==> config.mk <==
export PLATFORM = sky130hd
export DESIGN_NAME = bytebeat_sample_scheduler_flat
export DESIGN_NICKNAME = d
export VERILOG_FILES = /design/src/rtl/bytebeat_sample_scheduler_pkg.sv /design/src/rtl/bytebeat_sample_scheduler_if.sv /design/src/rtl/bytebeat_sample_scheduler_tick_gen.sv /design/src/rtl/bytebeat_sample_scheduler.sv /design/src/flat_wrapper.sv
export SDC_FILE = /design/constraint.sdc
export NUM_CORES = 1
export LEC_CHECK = 0
export ABC_AREA = 1
export ABC_CLOCK_PERIOD_IN_PS = 1500
export BUFFER_PORTS_ARGS = -buffer_cell sky130_fd_sc_hd__buf_2
export CAP_MARGIN = 30
export CORE_UTILIZATION = 42
export CTS_CLUSTER_DIAMETER = 150
export DETAILED_ROUTE_END_ITERATION = 10
export PLACE_DENSITY = 0.88
export SYNTH_ARGS = -nofsm -noshare
export SYNTH_HDL_FRONTEND = slang
export SYNTH_SLANG_ARGS = --single-unit
==> constraint.sdc <==
create_clock -name clk -period 1.5 [get_ports clk]
set_clock_uncertainty 0.05 [all_clocks]
set_input_delay 0.225 -clock clk [delete_from_list [all_inputs] [get_ports clk]]
set_output_delay 0.225 -clock clk [all_outputs]
set_load 0.01 [all_outputs]
==> src/rtl/bytebeat_sample_scheduler_pkg.sv <==
// rtl/bytebeat_sample_scheduler_pkg.sv - shared types and constants for the bytebeat sample scheduler
// Contents: sched_state_e (WAIT, FETCH), PCM_W (PCM sample width), PCM_MID (silence midpoint).
package bytebeat_sched_pkg;

    localparam int          PCM_W   = 8;
    localparam logic [7:0]  PCM_MID = 8'h80;

    typedef enum logic {
        WAIT  = 1'b0,
        FETCH = 1'b1
    } sched_state_e;

endpackage

==> src/rtl/bytebeat_sample_scheduler_if.sv <==
// rtl/bytebeat_sample_scheduler_if.sv - voice stream and sample output bundle for the scheduler
// Signals: voice_data/voice_vld/voice_rdy (per-voice PCM streams), voice_sel, mute,
//          sample/sample_vld (held PCM output), underrun_cnt.
// Modports: master (generator/consumer side), slave (scheduler side).
interface bytebeat_sample_scheduler_if #(
    parameter int NUM_VOICES = 8
);
    import bytebeat_sched_pkg::*;

    logic [PCM_W*NUM_VOICES-1:0] voice_data;
    logic [NUM_VOICES-1:0]       voice_vld;
    logic [NUM_VOICES-1:0]       voice_rdy;
    logic [2:0]                  voice_sel;
    logic                        mute;
    logic [PCM_W-1:0]            sample;
    logic                        sample_vld;
    logic [7:0]                  underrun_cnt;

    modport master (
        output voice_data, voice_vld, voice_sel, mute,
        input  voice_rdy, sample, sample_vld, underrun_cnt
    );

    modport slave (
        input  voice_data, voice_vld, voice_sel, mute,
        output voice_rdy, sample, sample_vld, underrun_cnt
    );

endinterface

==> src/rtl/bytebeat_sample_scheduler_tick_gen.sv <==
// rtl/bytebeat_sample_scheduler_tick_gen.sv - sample-period divider producing a one-cycle tick
// Ports: clk (clock), rst_n (sync active-low reset), tick (high one cycle in every CLK_DIV).
// The first tick is high in the CLK_DIV-th cycle after reset release.
module sample_tick_gen #(
    parameter int CLK_DIV = 6250
) (
    input  logic clk,
    input  logic rst_n,
    output logic tick
);

    localparam logic [15:0] DIV_LAST = 16'(CLK_DIV - 1);

    logic [15:0] div_q, div_d;

    assign tick  = (div_q == DIV_LAST);
    assign div_d = tick ? 16'd0 : div_q + 16'd1;

    always_ff @(posedge clk) begin
        if (!rst_n) begin
            div_q <= 16'd0;
        end else begin
            div_q <= div_d;
        end
    end

endmodule

==> src/rtl/bytebeat_sample_scheduler.sv <==
// rtl/bytebeat_sample_scheduler.sv - picks one bytebeat voice per sample period and holds its PCM sample
// Ports: clk, rst_n (sync active-low), bus (bytebeat_sample_scheduler_if.slave: voice streams,
//        voice_sel, mute, sample, sample_vld, underrun_cnt).
// Build option: SCHED_UNDERRUN_CNT_EN enables the saturating underrun counter; otherwise it reads 0.
module bytebeat_sample_scheduler
    import bytebeat_sched_pkg::*;
#(
    parameter int CLK_DIV    = 6250,
    parameter int NUM_VOICES = 8
) (
    input  logic                          clk,
    input  logic                          rst_n,
    bytebeat_sample_scheduler_if.slave    bus
);

    logic                  tick;
    sched_state_e          state_q, state_d;
    logic [2:0]            active_q, active_d;
    logic [PCM_W-1:0]      sample_q, sample_d;
    logic                  sample_vld_q, sample_vld_d;
    logic [NUM_VOICES-1:0] rdy;
    logic [PCM_W-1:0]      act_data;
    logic [2:0]            sel_mapped;
    logic                  hs;

    sample_tick_gen #(.CLK_DIV(CLK_DIV)) u_tick (
        .clk   (clk),
        .rst_n (rst_n),
        .tick  (tick)
    );

    // Out-of-range selections fall back to voice 0.
    assign sel_mapped = ({29'd0, bus.voice_sel} < NUM_VOICES) ? bus.voice_sel : 3'd0;

    // rdy is decoded from registered state, so it drops on the same edge a reset lands.
    assign rdy = (state_q == FETCH) ? (NUM_VOICES'(1) << active_q) : '0;
    assign hs  = |(rdy & bus.voice_vld);

    always_comb begin
        act_data = '0;
        for (int i = 0; i < NUM_VOICES; i++) begin
            if (3'(i) == active_q) begin
                act_data = bus.voice_data[PCM_W*i +: PCM_W];
            end
        end
    end

    always_comb begin
        state_d      = state_q;
        active_d     = active_q;
        sample_d     = sample_q;
        sample_vld_d = 1'b0;
        case (state_q)
            WAIT: begin
                if (tick) begin
                    state_d  = FETCH;
                    active_d = sel_mapped;
                end
            end
            FETCH: begin
                if (hs) begin
                    sample_d     = bus.mute ? PCM_MID : act_data;
                    sample_vld_d = 1'b1;
                end
                // A tick in FETCH starts the next period without leaving FETCH,
                // whether or not this period's sample arrived.
                if (tick) begin
                    active_d = sel_mapped;
                end else if (hs) begin
                    state_d = WAIT;
                end
            end
            default: state_d = WAIT;
        endcase
    end

    always_ff @(posedge clk) begin
        if (!rst_n) begin
            state_q      <= WAIT;
            active_q     <= 3'd0;
            sample_q     <= PCM_MID;
            sample_vld_q <= 1'b0;
        end else begin
            state_q      <= state_d;
            active_q     <= active_d;
            sample_q     <= sample_d;
            sample_vld_q <= sample_vld_d;
        end
    end

`ifdef SCHED_UNDERRUN_CNT_EN
    logic       underrun;
    logic [7:0] ucnt_q, ucnt_d;

    assign underrun = (state_q == FETCH) && tick && !hs;
    assign ucnt_d   = (underrun && (ucnt_q != 8'hFF)) ? ucnt_q + 8'd1 : ucnt_q;

    always_ff @(posedge clk) begin
        if (!rst_n) begin
            ucnt_q <= 8'd0;
        end else begin
            ucnt_q <= ucnt_d;
        end
    end

    assign bus.underrun_cnt = ucnt_q;
`else
    assign bus.underrun_cnt = 8'd0;
`endif

    assign bus.voice_rdy  = rdy;
    assign bus.sample     = sample_q;
    assign bus.sample_vld = sample_vld_q;

endmodule

==> src/flat_wrapper.sv <==
// flat-port wrapper written by rule: the top's interface ports become plain ports
module bytebeat_sample_scheduler_flat import bytebeat_sched_pkg::*;
#(
    parameter int CLK_DIV    = 6250,
    parameter int NUM_VOICES = 8
)
  (clk, rst_n, bus_voice_data, bus_voice_vld, bus_voice_sel, bus_mute, bus_voice_rdy, bus_sample, bus_sample_vld, bus_underrun_cnt);
  bytebeat_sample_scheduler_if #(.NUM_VOICES(NUM_VOICES)) bus_i ();
  input  logic clk;
  input  logic rst_n;
  input wire logic [$bits(bus_i.voice_data)-1:0] bus_voice_data;
  input wire logic [$bits(bus_i.voice_vld)-1:0] bus_voice_vld;
  input wire logic [$bits(bus_i.voice_sel)-1:0] bus_voice_sel;
  input wire logic [$bits(bus_i.mute)-1:0] bus_mute;
  output wire logic [$bits(bus_i.voice_rdy)-1:0] bus_voice_rdy;
  output wire logic [$bits(bus_i.sample)-1:0] bus_sample;
  output wire logic [$bits(bus_i.sample_vld)-1:0] bus_sample_vld;
  output wire logic [$bits(bus_i.underrun_cnt)-1:0] bus_underrun_cnt;
  assign bus_i.voice_data = bus_voice_data;
  assign bus_i.voice_vld = bus_voice_vld;
  assign bus_i.voice_sel = bus_voice_sel;
  assign bus_i.mute = bus_mute;
  assign bus_voice_rdy = bus_i.voice_rdy;
  assign bus_sample = bus_i.sample;
  assign bus_sample_vld = bus_i.sample_vld;
  assign bus_underrun_cnt = bus_i.underrun_cnt;
  bytebeat_sample_scheduler #(.CLK_DIV(CLK_DIV), .NUM_VOICES(NUM_VOICES)) u_core (.clk(clk), .rst_n(rst_n), .bus(bus_i));
endmodule
==> results of run 1 <==
==> worst reg2reg max path, cell delays in order (launching register included) <==
cell	delay, ns
dfxtp_4	0.37
buf_12	0.14
nor2_4	0.05
buf_6	0.12
buf_4	0.15
nand3_1	0.06
nand3_1	0.08
o22ai_1	0.20
nand3_1	0.16
nand2_1	0.10
nand2_1	0.05
==> state kept, by name (all words and copies together) (netlist names) <==
name,flops
u_core.bus.sample,8
u_core.bus.sample_vld,1
u_core.active_q,3
u_core.u_tick.div_q,16
u_core.state_q,1
==> per-stage QoR <==
step / TNS [ns] / power, uW / utilization [%] / cell area (sq um) / hold slack, ns
2_1_floorplan: 0 / 882.7 / - / 2172 / 0.3107
3_3_place_gp: 0 / 993.8 / 59.32 / 2858 / 0.3809
3_5_place_dp: -0.3677 / 994.9 / 59.32 / 2858 / 0.3923
4_1_cts: -0.4831 / 1624 / 67.09 / 3232 / 0.1432
5_1_grt: -2.479 / 1736 / 73.17 / 3525 / 0.1908
6_report: -0.6042 / 1676 / 73.17 / 3525 / 0.1513
==> cell usage after synthesis, drive strengths merged <==
library cell | instances | area share [%]
o211ai | 2 | 0.70
nor3 | 9 | 3.0
o21ai | 8 | 1.9
o22ai | 1 | 0.29
dfxtp | 29 | 27
nand3 | 44 | 10
a21oi | 20 | 5.2
ha | 2 | 1.2
o31ai | 1 | 0.35
nand4 | 18 | 5.5
or2 | 3 | 0.87
nor4 | 6 | 2.4
nor2 | 54 | 13
inv | 31 | 5.7
nor3b | 4 | 1.4
xor2 | 2 | 0.82
conb | 1 | 0.17
buf | 17 | 6.4
nand2 | 69 | 13
==> path summary, 6_finish.rpt <==
path,from,end,slack [ns],cells after the start
worst min register to register,u_core.bus.sample[0],u_core.bus.sample[0],0.39,2
worst min-delay path,bus_voice_sel[1],u_core.active_q[1],0.15,3
worst max-delay path,u_core.active_q[1],u_core.bus.sample[1],-0.11,10
worst max register to register,u_core.active_q[1],u_core.bus.sample[1],-0.11,10
==> cells by family after synthesis <==
logic type               Yosys count
adder cells (fa/ha/maj)            2
flip-flops                        29
other                              1
XOR/XNOR                           2
buffers and inverters             48
AND/OR/NAND/NOR                  207
AO/OA/AOI/OAI                     32
==> final cells by class <==
type | instances | area, sq um
timing repair buffer | 144 | 991.0
multi-input combinational | 251 | 1619
fill | 334 | 1292
tap | 67 | 83.83
clock inverter | 3 | 17.52
clock buffer | 5 | 68.82
sequential | 29 | 601.8
inverter | 31 | 142.6
==> power by group through the flow <==
stage	clock network [uW]	logic (uW)	registers, uW
2_1_floorplan	0	84.1	799
3_3_place_gp	0	195	799
3_5_place_dp	0	196	799
4_1_cts	637	206	781
5_1_grt	671	283	782
6_report	633	262	781
==> layout by cell type, fill, tap and decap left out, types with 4 or more instances in the layout <==
cell      synthesis  layout
conb_1            1       8
nor2_1           46      35
inv_1            28      22
o21ai_0           8       7
buf_4             8      34
a21oi_1          19      15
nand3_2           1       4
nand4_1          17      17
nor4_2            0       4
nor2_4            5      11
nand3_1          43      39
dfxtp_2           0       5
buf_6             5      10
nor3_2            4       5
nor2_2            0       5
buf_12            0       5
dfxtp_1          29      20
a21oi_2           0       4
nand2_2           3      11
nand2_1          64      52
dfxtp_4           0       4
nand2_4           2       5
clkbuf_8          0       5
buf_2             4      93
==> metal layers <==
| metal | vias up | routed length [um] | share of wire (%) |
|---|---|---|---|
| met5 | - | 0 | 0 |
| met4 | 0 | 435 | 5.4 |
| met3 | 47 | 581 | 7.2 |
| met2 | 174 | 4343 | 54 |
| met1 | 1281 | 2727 | 34 |
| li1 | 1335 | - | - |
==> timing repair <==
action | CTS | global route
buffers inserted | 15 | 4
setup endpoints to repair | 31 | 35
pin swaps | 19 | 44
gates cloned | 1 | 1
resized for setup | 40 | 61
==> results_dict.tcl, run 1 <==
set metrics [dict create \
    cp-end-kind "flop" \
    combPwrFrac_pct 15.6 \
    holdBufCountCts 0 \
    place_hpwl_mm 4.972 \
    gr-usage-met2_pct 51.89 \
    muxShareOfSynthArea_pct 0 \
    grt_overflow_total 0 \
    grt_pass1_wl_mm 11.00 \
    gp_congestion 0.8998 \
    post-place-cells 501 \
    max-vdd-ir-drop_mv 0.5152 \
    clk_latency_ns 0.29 \
    setup_slack_ns -0.1104 \
    dr.pass1.iters 5 \
    internal-power_uw 1224 \
    timing.critical_path.mode_cell "nand3_1" \
    grt_max_degree 17 \
    wirelength_mm 8.087 \
    die-area_sq_um 5399 \
    rows 25 \
    fp.coreArea_sq_um 4817 \
    synthDistinctLibCells 33 \
    power_density_nw_per_um2 475.5 \
    clkPwrFrac_pct 37.8 \
    yosys_warnings 0 \
    cts_tree "done" \
    synth_compound_area_share_pct 8.397 \
    maxSlewViolCount 0 \
    grt_pass1_vias 2569 \
    maxCapViolCount 0 \
    crit_fanout 5 \
    grt_use_met1_pct 24.85 \
    clkSlewWorstSetupHoldPaths_ns 0.07 \
    cts_buffer_depth 2 \
    synth_seq_cells 29 \
    startpoint_type "flop" \
    slowest_stage "dfxtp_4" \
    grt_usage_pct 26.62 \
    synth_cells 321 \
    grt_setup_unrepaired "true" \
    synth_simple_gate_area_share_pct 50.38 \
    cts_made_buffers 5 \
    n_antenna_cell 0 \
    fin_crit_sh_pct 107.4 \
    required_ns 1.64 \
    outcome "complete, but fails checks" \
    cts.sink_count 29 \
    fmax_mhz 621.0 \
    max_stage_delay_ns 0.37 \
    period_needed_ns 1.610 \
    cts.htree.levels 2 \
    dieWidth_um 73.48 \
    fp.dieH_um 73.48 \
    post_route_cells_drive_above_1_share_pct 51.84 \
    nets 542 \
    syn_avg_cell_area_sq_um 6.685 \
    sw_frac_of_total_pct 26.94 \
    met3_usage_pct 5.213 \
    setup_viol 16 \
    hold_viol 0 \
    yosysSeqAreaShare_pct 27.06 \
    hp-class "in -> reg" \
    cts_root_buf "clkbuf_8" \
    drt_iter0_markers 277 \
    crit_buf_inv 3 \
    crit_type "reg -> reg" \
    synthAdderAreaFrac_pct 1.166 \
    start_util_pct 44.55 \
    busiest_layer "met2" \
    drtAntennaViolNets 0 \
    switchingPower_uw 451.5 \
    drcViolationCount 0 \
    cp_top_family "simple AND/OR/NAND/NOR gates" \
    path_cells "buf_12, nor2_4, buf_6, buf_4, nand3_1, nand3_1, o22ai_1, nand3_1, nand2_1, nand2_1" \
    violations "negative setup slack" \
    synthToLayoutAreaGrowth_pct 64.26 \
    port-buffer-count 94 \
    netlist_area_sq_um 2146 \
    synth_top_family_by_area "simple AND/OR/NAND/NOR gates" \
    vias 2837 \
    antenna_found_initial 0 \
    synth_xor_area_share_pct 0.8163 \
    via_per_inst 5.353 \
    power_frac_seq_pct 46.6 \
    ioPinCount 103 \
    leakage_uw 0.001659 \
    final_cells 530 \
    arrival_ns 1.75 \
    pre_cts_ws_ns -0.05502 \
    wl_per_cell_um 15.26 \
]
No activity file was read; power rests on OpenSTA's default activity.
==> inputs of run 2 (changes only) <==
--- a/config.mk
+++ b/config.mk
@@ -5,14 +5,13 @@
 export SDC_FILE = /design/constraint.sdc
 export NUM_CORES = 1
 export LEC_CHECK = 0
-export ABC_AREA = 1
 export ABC_CLOCK_PERIOD_IN_PS = 1500
 export BUFFER_PORTS_ARGS = -buffer_cell sky130_fd_sc_hd__buf_2
 export CAP_MARGIN = 30
-export CORE_UTILIZATION = 42
+export CORE_UTILIZATION = 41
 export CTS_CLUSTER_DIAMETER = 150
 export DETAILED_ROUTE_END_ITERATION = 10
-export PLACE_DENSITY = 0.88
+export PLACE_DENSITY = 0.87
 export SYNTH_ARGS = -nofsm -noshare
 export SYNTH_HDL_FRONTEND = slang
 export SYNTH_SLANG_ARGS = --single-unit
==> results_dict.tcl, run 2 <==
set metrics [dict create \
    outcome "complete, but fails checks" \
    violations "negative setup slack" \
    cts.sink_count 29 \
    vias 2265 \
    grt_overflow_total 0 \
    holdBufCountCts 0 \
    grt_pass1_wl_mm 9.149 \
    arrival_ns 1.76 \
    largest_reg_flops 16 \
    crit_fanout 12 \
    cp_top_family "compound AO/OA/AOI/OAI gates" \
    die-area_sq_um 5214 \
    port-buffer-count 94 \
    max-vdd-ir-drop_mv 0.3965 \
    syn_avg_cell_area_sq_um 8.490 \
    synth_edf_count 0 \
    hold_viol 0 \
    rows 25 \
    dieWidth_um 72.21 \
    dr.pass1.iters 4 \
    netlist_top_cells_count "dfxtp_1, nor2_1, nand2_1" \
    yosysSeqAreaShare_pct 28.73 \
    tns_ns -0.6114 \
    final_common_cell "buf_2" \
    yosys_warnings 0 \
    clk_latency_ns 0.29 \
    setup_viol 13 \
    post_route_cells_drive_above_1_share_pct 52.65 \
    antenna_found_initial 0 \
    grt_setup_unrepaired "true" \
    leakage_uw 0.001316 \
    cts.htree.levels 2 \
    wl_per_cell_um 14.61 \
    grt_max_degree 24 \
    setup_slack_ns -0.08646 \
    ioPinCount 103 \
    synth_top_area_cell "dfxtp_1" \
    synth_area_leaders "dfxtp_1, mux4_2, mux2i_1" \
    async_flop_share_pct 0 \
    cts_tree "done" \
    fp.coreArea_sq_um 4723 \
    gp_congestion 0.8409 \
    crit_type "reg -> reg" \
    hp-class "in -> reg" \
    drtAntennaViolNets 0 \
    fin_crit_sh_pct 105.8 \
    maxSlewViolCount 0 \
    via_per_inst 5.317 \
    drcViolationCount 0 \
    n_antenna_cell 0 \
    fp.dieH_um 72.21 \
    crit_buf_inv 2 \
    final_cell_mix "buf_2, nor2_1, buf_4, dfxtp_1, nand2_1" \
    cts_made_buffers 5 \
    wirelength_mm 6.224 \
    netlist_area_sq_um 2021 \
    path_cells "buf_12, buf_4, a21oi_2, a221oi_1, or3_1, o22ai_2" \
    place_hpwl_mm 4.121 \
    fillers 348 \
    required_ns 1.67 \
    max_stage_delay_ns 0.39 \
    power_density_nw_per_um2 557.6 \
    reg2reg_slack_ns -0.09 \
    cts_buffer_depth 2 \
    fmax_mhz 630.3 \
    cp-end-kind "flop" \
    synth_seq_cells 29 \
    drt_iter0_markers 219 \
    slowest_stage "dfxtp_4" \
    synth_top_area_share_pct 28.73 \
    postLayoutCoreUtil_pct 65.43 \
    start_util_pct 42.78 \
    grt_usage_pct 22.47 \
    clkSlewWorstSetupHoldPaths_ns 0.06 \
    synth_top_flop_cell "dfxtp_1" \
    startpoint_type "flop" \
    top_register "u_core.u_tick.div_q" \
    maxCapViolCount 0 \
    synthDistinctLibCells 42 \
    synth_cells 238 \
    period_needed_ns 1.586 \
    synthToLayoutAreaGrowth_pct 52.94 \
    cts_root_buf "clkbuf_8" \
    grt_pass1_vias 2112 \
    nets 438 \
]
run 2: cell types whose count changed after synthesis, moves of 9 or more:
cell and delta:
nor2b_1 +10, inv_1 -24, nor2_1 -17, nand4_1 -16, nand2b_1 +9, nand3_1 -35, mux2i_1 +15, nand2_1 -44
run 2: worst min-delay path, cell delays in order:
cell and delay (ns):
buf_2 0.08, mux2i_1 0.06, nor2b_1 0.11
run 2: worst paths after layout:
path                                        endpoint            startpoint  cells past startpoint
worst max-delay path            u_core.bus.sample[0]    u_core.active_q[0]                      6
worst min-delay path              u_core.active_q[1]      bus_voice_sel[1]                      3
worst max register to register  u_core.bus.sample[0]    u_core.active_q[0]                      6
worst min register to register  u_core.bus.sample[5]  u_core.bus.sample[5]                      2
run 2: kinds of logic after synthesis:
group / after synthesis / share of synthesized area [%]
and+or+nand+nor: 98 / 24.15
AOI/OAI and AO/OA: 45 / 15.11
DFF: 29 / 28.73
buffers and inverters: 27 / 9.287
muxes: 22 / 15.23
xor gates and xnor gates: 14 / 6.068
adders and majority gates: 2 / 1.238
other: 1 / 0.1856
run 2: layer usage:
metal / up-vias / track usage [%] / routed length, um
li1: 1071 / - / -
met1: 1041 / 25.80 / 2415
met3: 27 / 5.278 / 468
met4: 0 / 12.20 / 252
met2: 126 / 38.53 / 3086
met5: - / 0 / 0
run 2: final cells by class:
class	instances	area, sq um	area share [%]
inverters	5	23.77	0.7692
clock inverters	1	5.005	0.1619
repair buffers	127	799.5	25.87
flip-flops and latches	29	601.8	19.47
clock buffers	7	96.34	3.117
well taps	67	83.83	2.713
multi-input cells	190	1480	47.89
run 2: through the flow:
stage	worst slack, ns	instances	instance area [sq um]	hold WS (ns)	power [uW]
3_3_place_gp	-0.06101	406	2628	0.3876	1002
2_1_floorplan	0.004573	245	2064	0.3043	903.0
6_report	-0.08646	426	3090	0.1670	1723
3_5_place_dp	-0.1201	406	2628	0.3997	1007
5_1_grt	-0.1616	426	3090	0.1700	1797
4_1_cts	-0.04682	421	2889	0.1610	1713
run 2: timing repair:
| item | in CTS | in global routing |
|---|---|---|
| resized for setup | 27 | 35 |
| buffers inserted | 6 | 4 |
| pin swaps | 8 | 10 |
| cloned | 1 | 1 |
| setup endpoints to repair | 34 | 37 |
run 2: report_power, final:
part           internal, uW  switching, uW
registers               772           9.43
logic                   133           94.1
clock network           414            300
